[config.mk]
export PLATFORM = sky130hd
export DESIGN_NAME = mem_arbiter
export DESIGN_NICKNAME = d
export VERILOG_FILES = /design/src/rtl/mem_arbiter_pkg.sv /design/src/rtl/mem_arbiter_starve_counter.sv /design/src/rtl/mem_arbiter.sv
export SDC_FILE = /design/constraint.sdc
export NUM_CORES = 1
export LEC_CHECK = 0
export CORE_ASPECT_RATIO = 1.25
export CORE_MARGIN = 5
export CORE_UTILIZATION = 26
export CTS_BUF_LIST = sky130_fd_sc_hd__clkbuf_16
export CTS_CLUSTER_DIAMETER = 40
export DETAILED_ROUTE_END_ITERATION = 10
export PLACE_DENSITY = 0.75
export SLEW_MARGIN = 30
export SYNTH_ARGS = -nofsm -noshare
export SYNTH_HDL_FRONTEND = slang
export SYNTH_SLANG_ARGS = --single-unit
[constraint.sdc]
create_clock -name clk -period 1.6 [get_ports clk]
set_input_delay 0.24 -clock clk [delete_from_list [all_inputs] [get_ports clk]]
set_output_delay 0.24 -clock clk [all_outputs]
set_load 0.01 [all_outputs]
[src/rtl/mem_arbiter_pkg.sv]
// Shared CPU definitions: bus data width and the RAM arbiter state encoding.
package mem_arbiter_pkg;

  localparam int DATA_W = 16;

  typedef enum logic [1:0] {
    IDLE = 2'd0,
    OWN0 = 2'd1,
    OWN1 = 2'd2
  } arb_state_e;

endpackage

[src/rtl/mem_arbiter_starve_counter.sv]
// Saturating count of cycles a requester has waited ungranted; at_max flags the
// edge on which the count lands on MAX_WAIT.
module mem_arbiter_starve_counter #(
  parameter int MAX_WAIT = 15,
  parameter int CNT_W    = 4
) (
  input  logic clk,
  input  logic rst,
  input  logic waiting,
  output logic at_max
);

  localparam logic [CNT_W-1:0] LIMIT = CNT_W'(MAX_WAIT);

  logic [CNT_W-1:0] count_q;
  logic [CNT_W-1:0] count_d;

  always_comb begin
    count_d = '0;
    if (waiting) begin
      count_d = (count_q == LIMIT) ? count_q : count_q + 1'b1;
    end
  end

  always_ff @(posedge clk) begin
    if (rst) begin
      count_q <= '0;
    end else begin
      count_q <= count_d;
    end
  end

  assign at_max = (count_d == LIMIT);

endmodule

[src/rtl/mem_arbiter.sv]
// Two-port RAM arbiter between the CPU control unit (port 0) and the loader/IO
// (port 1), with lock-held ownership, alternating ties and a sticky starvation flag.
//
// state | meaning
// IDLE  | nobody owns the RAM; address/data/we parked at zero
// OWN0  | requester 0 owns the RAM and drives it combinationally
// OWN1  | requester 1 owns the RAM and drives it combinationally
module mem_arbiter
  import mem_arbiter_pkg::*;
#(
  parameter int RAM_SIZE = 16,
  parameter int MAX_WAIT = 15
) (
  input  logic                clk,
  input  logic                rst,
  input  logic                req0,
  input  logic                req1,
  input  logic                lock0,
  input  logic                lock1,
  input  logic                we0,
  input  logic                we1,
  input  logic [RAM_SIZE-1:0] addr0,
  input  logic [RAM_SIZE-1:0] addr1,
  input  logic [DATA_W-1:0]   wdata0,
  input  logic [DATA_W-1:0]   wdata1,
  output logic                gnt0,
  output logic                gnt1,
  output logic                rvalid0,
  output logic                rvalid1,
  output logic [DATA_W-1:0]   rdata0,
  output logic [DATA_W-1:0]   rdata1,
  output logic [RAM_SIZE-1:0] ram_address,
  output logic                we,
  output logic [DATA_W-1:0]   ram_out,
  input  logic [DATA_W-1:0]   ram_in,
  output logic                fault
);

  localparam int CNT_W = ($clog2(MAX_WAIT + 1) > 4) ? $clog2(MAX_WAIT + 1) : 4;

  arb_state_e state_q;
  arb_state_e state_d;
  logic       last_served_q;
  logic       rvalid0_q;
  logic       rvalid1_q;
  logic       fault_q;
  logic       acc0;
  logic       acc1;
  logic       at_max0;
  logic       at_max1;

  assign gnt0 = (state_q == OWN0);
  assign gnt1 = (state_q == OWN1);
  assign acc0 = req0 & gnt0;
  assign acc1 = req1 & gnt1;

  always_comb begin
    state_d = state_q;
    case (state_q)
      IDLE: begin
        if (req0 && req1) begin
          state_d = last_served_q ? OWN0 : OWN1;
        end else if (req0) begin
          state_d = OWN0;
        end else if (req1) begin
          state_d = OWN1;
        end else begin
          state_d = IDLE;
        end
      end
      // Without a lock, a waiting peer takes over after a single access.
      OWN0: begin
        if (lock0) begin
          state_d = OWN0;
        end else if (req1) begin
          state_d = OWN1;
        end else if (req0) begin
          state_d = OWN0;
        end else begin
          state_d = IDLE;
        end
      end
      OWN1: begin
        if (lock1) begin
          state_d = OWN1;
        end else if (req0) begin
          state_d = OWN0;
        end else if (req1) begin
          state_d = OWN1;
        end else begin
          state_d = IDLE;
        end
      end
      default: state_d = IDLE;
    endcase
  end

  always_comb begin
    ram_address = '0;
    we          = 1'b0;
    ram_out     = '0;
    case (state_q)
      OWN0: begin
        ram_address = addr0;
        we          = we0 & req0;
        ram_out     = wdata0;
      end
      OWN1: begin
        ram_address = addr1;
        we          = we1 & req1;
        ram_out     = wdata1;
      end
      default: ;
    endcase
  end

  // Read-data return is tracked per port so it survives an ownership switch.
  always_ff @(posedge clk) begin
    if (rst) begin
      state_q       <= IDLE;
      last_served_q <= 1'b1;
      rvalid0_q     <= 1'b0;
      rvalid1_q     <= 1'b0;
      fault_q       <= 1'b0;
    end else begin
      state_q   <= state_d;
      rvalid0_q <= acc0 & ~we0;
      rvalid1_q <= acc1 & ~we1;
      fault_q   <= fault_q | at_max0 | at_max1;
      if (acc0) begin
        last_served_q <= 1'b0;
      end else if (acc1) begin
        last_served_q <= 1'b1;
      end
    end
  end

  assign rvalid0 = rvalid0_q;
  assign rvalid1 = rvalid1_q;
  assign rdata0  = rvalid0_q ? ram_in : '0;
  assign rdata1  = rvalid1_q ? ram_in : '0;
  assign fault   = fault_q;

  mem_arbiter_starve_counter #(
    .MAX_WAIT (MAX_WAIT),
    .CNT_W    (CNT_W)
  ) u_starve0 (
    .clk     (clk),
    .rst     (rst),
    .waiting (req0 & ~gnt0),
    .at_max  (at_max0)
  );

  mem_arbiter_starve_counter #(
    .MAX_WAIT (MAX_WAIT),
    .CNT_W    (CNT_W)
  ) u_starve1 (
    .clk     (clk),
    .rst     (rst),
    .waiting (req1 & ~gnt1),
    .at_max  (at_max1)
  );

endmodule

* Yosys cells after proc, flatten, opt, wreduce, memory -nomap -nowiden *
Cells that the tools add are included.

cells by class
  add/subtract/negate cells = 2
  $mul = 0
  divide/modulo/power cells = 0
  order comparisons = 0
  equal/unequal tests = 6
  shift operators = 0
  multiplexer cells = 20
  bitwise gates (word level) = 14
  reductions and logical operators = 3

operators by type and width
  cell                                                  count
  case mux 16 bit (2 select lines)                      2
  two-way mux 16 bit                                    2
  equality test 4 bit (second input constant)           4
  two-way mux 4 bit                                     4
  two-way mux 2 bit                                     7
  adder 4 x 1 -> 4 bit (second input constant)          2
  AND 1 bit                                             8
  case mux 2 bit (3 select lines)                       1
  NOT 1 bit                                             4
  two-way mux 1 bit                                     3
  equality test 2 x 1 -> 1 bit (second input constant)  1
  equality test 2 bit (second input constant)           1
  logical NOT 2 bit                                     1
  bitwise OR 1 bit                                      2
  case mux 1 bit (2 select lines)                       1
  nonzero test 2 bit                                    1
  logical AND 1 bit                                     1

word-level totals
  bits in registers = 14
  bits in latches = 0
  RAM bits = 0
  memory bits (read-only) = 0
  input bits = 88
  logic and storage cells = 52
  memories kept = 0

* Longest topological paths before layout *
  word-level depth = 7
  depth in mapped cells = 7
  gate-level depth less buffers = 6

* Cells and area by module *
From an unflattened synthesis, not the netlist that was laid out.

second synthesis, totals
  cells, all modules = 199
  area total of the unflattened synthesis = 1475.2 um^2

by module, submodules not included
  module                      instances  cells an instance  area each (um^2)  seq. area each (um^2)
  mem_arbiter                 1          147                1054.8            120.1
  mem_arbiter_starve_counter  2          26                 210.2             80.1

* Least setup slack after synthesis *
Ideal clock, no wire load.

  path kind = flip-flop to output port
  from = reg state_q[1]
  to = out ram_address[0]
  arrival time = 1.358 ns
  slack = 0.002 ns
  stages on the path, launching flop included = 7
  buffers on the path = 2
  path through = dfxtp_1 > inv_1 > ha_1 > buf_2 > buf_1 > a22oi_1 > nor2b_1

on the way
  word-level cells in the longest chain between the ends = 2
  elaborated cells between the ends (all ways) = 3
  classes of those cells = eq/ne: 2; mux: 1

ends and longest elaborated chain
  element                           line                RTL
  start: declaration                mem_arbiter.sv:41   arb_state_e state_q;
  start signal: assignment          mem_arbiter.sv:126  state_q <= state_d;
  equality test 2 x 1 -> 1 bit      --
  via gnt0                          mem_arbiter.sv:26   output logic gnt0,
  case mux 16 bit (2 select lines)  mem_arbiter.sv:102  case (state_q)
  end: declaration                  mem_arbiter.sv:32   output logic [RAM_SIZE-1:0] ram_address,

The timed path passes the listed nets, and every way through them passes these cells.

* Worst setup path in the final report *
  from = reg state_q[0]
  to = out ram_address[3]

on the way
  word-level cells in the longest chain between the ends = 2
  elaborated cells between the ends (all ways) = 3
  classes of those cells = eq/ne: 2; mux: 1

ends and longest elaborated chain
  element                                                              line
  equality test 2 bit or equality test 2 x 1 -> 1 bit (tied branches)  mem_arbiter.sv:102
  case mux 16 bit (2 select lines) (*)                                 mem_arbiter.sv:102

Every way passes the cells marked *; elsewhere a longest branch is shown, timed or not.

==> impl_metrics.csv <==
group,metric,value,unit
run_status,status,"complete, but fails checks",
run_status,failed_checks,"setup timing",
critical_path,crit_family,"buffers and inverters",
pwr,p_clk_share,26.0,%
critical_path,path_cells,"inv_4 > ha_4 > buf_12 > buf_8 > a22oi_2 > nor2b_1 > buf_2",
clocking,clock_path_buffers,2,
layout,fillers,468,
clocking,cts.sinks,14,
critical_path,r2r_slack,70,ps
critical_path,worstSetupEndpoint,"ram_address[3]",
timing,tns,-2130,ps
layout,drive_gt1_share,29.7,%
timing,rsz0062_at_grt,"true",
pwr,comb_power_share,53.5,%
pwr,p_sw_share,29.1,%
job,maxCapViolations,0,
yosys,synth.area.top_cells,"dfxtp_1 (20%), a22oi_1 (17%), nor2b_1 (14%)",
timing,worst_pin_slew,324,ps
timing,finalWorstSetupSlack,-118,ps
clocking,clkSlewWorstSetupHoldPaths,50,ps
clocking,clk-insertion-delay-late,250,ps
global_routing,grt-ovfl-total,0,
pwr,power.density,526,nW/um^2
timing,maxSlewViolCount,0,
critical_path,start_kind,"register",
floorplanning,rows,30,
yosys,ys_ff_latch,14,
global_routing,grt_usage,16.9,%
place,port-buffer-count,157,
layout,multi_input_area,1290,sq um
detailed_routing,wl_met1,2470,microns
critical_path,critical_path.max_fanout,8,
detailed_routing,first_pass_iters,7,
yosys,yosys_warnings,0,
min_path,hp-start,"fault$_SDFF_PP0_",
critical_path,crit_type,"register to output port",
timing,min_period,1720,ps
detailed_routing,viasPerCell,4.96,
pwr,power.switching,541,uW
yosys,yosysSeqAreaShare,19.5,%
detailed_routing,dr.first_iter.drc_count,76,
timing,setup_viol,32,
critical_path,cp.depth,7,
global_routing,grt_pass1_vias,2111,
clocking,cts_root_buffer,"clkbuf_16",
clocking,htreeDepth,1,
pwr,vdd_ir_drop_max,0.000355,V
detailed_routing,drcViolationCount,0,
timing,clock.fmax,582,MHz
detailed_routing,met3WireLength,866,microns
critical_path,reg2reg_depth,7,
layout,diodes,0,
yosys,synthCells,194,
critical_path,regToRegStartpoint,"state_q[1]$_SDFF_PP0_",
floorplanning,initial_core_util,26.6,%
pwr,power.internal,1320,uW
place,gp_congestion,0.775,
floorplanning,fp.dieArea,7120,sq um
timing,finClkSkew,0.818,ps
floorplanning,die_h,93.1,microns
yosys,syn_avg_cell_area,7.40,sq um
timing,fin_crit_sh,107,%
floorplanning,ios,158,
detailed_routing,routedWlPerCell,15.3,microns
layout,area_delta_synth_final,146,%
timing,slew_headroom,78.3,%
place,place_area,3220,sq um
detailed_routing,ant_nets,0,
clocking,holdBufCountCts,0,
pwr,leakage,0.00156,uW
critical_path,crit_path_end_kind,"output port",
layout,final_net_count,465,
clocking,tritoncts,"done",
place,dpl.cell_count,422,
detailed_routing,routed.top_layer,"met4",
yosys,ys_types,34,
critical_path,critPathSlowestCell,"dfxtp_4",
global_routing,grt_max_degree,18,
yosys,yosysTopAreaCell,"dfxtp_1",
floorplanning,core_area,5410,sq um
critical_path,slowest_delay,380,ps
layout,final_cell_area,3530,sq um
clocking,cts_buffers,3,
yosys,syn_nets,288,
global_routing,grt_pass1_wl,9800,microns
pwr,pwr-share-seq,20.5,%
critical_path,cp_num_buf_inv,4,
critical_path,r2r_end,"fault$_SDFF_PP0_",
timing,hold_viol,0,
layout,fin_cells,434,
floorplanning,die_w,76.5,microns
min_path,hp-class,"register to register",
place,dp_hpwl,5250,microns
detailed_routing,postRouteWirelength,6650,microns
critical_path,worstPathRequired,1360,ps
critical_path,arrival,1480,ps
layout,seq_area,289,sq um
yosys,syn_area,1440,sq um
detailed_routing,wl_met2,3150,microns
critical_path,critPathLaunch,"state_q[0]$_SDFF_PP0_",
detailed_routing,vias,2154,
yosys,netlist.area_leader.share,19.5,%
global_routing,grt_antenna_before_repair,0,
sequential cells by signal (all words and copies together), names as in the netlist:
register,cells
last_served_q,1
fault,1
rvalid1,1
u_starve0.count_q,4
state_q,2
u_starve1.count_q,4
rvalid0,1
timing repair:
action                     CTS  global route
setup endpoints to repair   67            36
setup buffers                3             2
resized for setup          210            38
pin swaps                    2             3
gates cloned                 2             2
Yosys cell counts:
master and number:
nor3b_1 2, a211oi_1 1, and2_1 32, a22oi_1 32, buf_6 1, o2111ai_1 1
a21oi_1 1, ha_1 6, nand3_1 8, nand3_2 1, nor2b_1 33, a222oi_1 1
clkbuf_1 7, nand2_1 5, dfxtp_1 14, xnor2_1 2, and4bb_2 1, a21boi_0 2
nor4_1 1, a31oi_1 3, nor3_1 6, nand2b_1 1, xor2_1 1, buf_2 3
a21o_1 1, buf_1 2, or3b_1 1, nor2_1 10, o21ai_0 2, a2111o_1 1
nand3b_1 2, inv_1 7, mux2i_1 2, a21boi_1 1
power by group through the flow:
stage | Combinational (uW) | Sequential, uW | Clock (uW)
final | 995 | 381 | 482
after global routing | 1060 | 382 | 511
after CTS | 890 | 380 | 488
after detailed placement | 786 | 381 | 0
after global placement | 781 | 379 | 0
after floorplan | 307 | 383 | 0
placed cells by master, fill, tap and decap left out, types with 2 or more instances in the layout:
cell,instances
nor2b_4,6
clkdlybuf4s50_1,90
a31oi_1,3
buf_2,28
nor2b_1,25
buf_6,10
nor2_1,10
dlygate4sd2_1,30
dfxtp_4,2
inv_1,5
dlymetal6s2s_1,2
dfxtp_1,11
buf_8,3
a22oi_2,25
buf_4,14
clkbuf_16,5
nor3_1,6
and2_1,32
ha_4,3
inv_4,2
nand3_1,8
mux2i_1,2
xnor2_1,2
a22oi_1,7
ha_1,3
nor3b_1,2
nor2b_2,2
nand2_1,5
buf_12,4
nand3b_1,2
worst min-delay path, delay by kind of cell (launching register included):
kind	cells	cell delay, ps
AO/OA/AOI/OAI	1	70
flip-flops	1	300
buffers and inverters	1	50
through the flow:
stage	power (uW)	utilization [%]	hold slack [ps]	worst slack (ps)
2_1_floorplan	690	-	309	2.39
3_5_place_dp	1170	59.5	476	-309
3_3_place_gp	1160	59.5	455	-298
5_1_grt	1960	65.3	518	-173
6_report	1860	65.3	489	-118
4_1_cts	1760	61.6	497	-165
area by class of cell:
class	count	area share, %
clock inverter	1	0.106
multi-input combinational	160	36.6
inverter	7	0.886
tap	64	2.27
timing repair buffer	185	49.8
clock buffer	3	2.13
sequential	14	8.19
worst min path at each step:
stage / end / slack [ps] / cells past startpoint
final: fault$_SDFF_PP0_ / 490 / 2
after CTS: fault$_SDFF_PP0_ / 500 / 2
after detailed placement: fault$_SDFF_PP0_ / 480 / 2
after global placement: fault$_SDFF_PP0_ / 460 / 2
after global routing: fault$_SDFF_PP0_ / 520 / 2
after floorplan: fault$_SDFF_PP0_ / 310 / 1
per-layer routing:
layer / vias up / GRT usage (%)
li1: 1036 / -
met1: 954 / 16.9
met2: 153 / 31.4
met3: 11 / 6.26
met4: 0 / 6.41
met5: - / 0
cell families after synthesis:
group / share of synthesized area (%)
AO/OA/AOI/OAI: 23.8
XOR/XNOR: 1.83
adder cells (fa/ha/maj): 5.23
buffers and inverters: 6.01
flip-flops: 19.5
multiplexers: 1.39
AND/OR/NAND/NOR: 42.2
(Power assumes the default switching activity.)
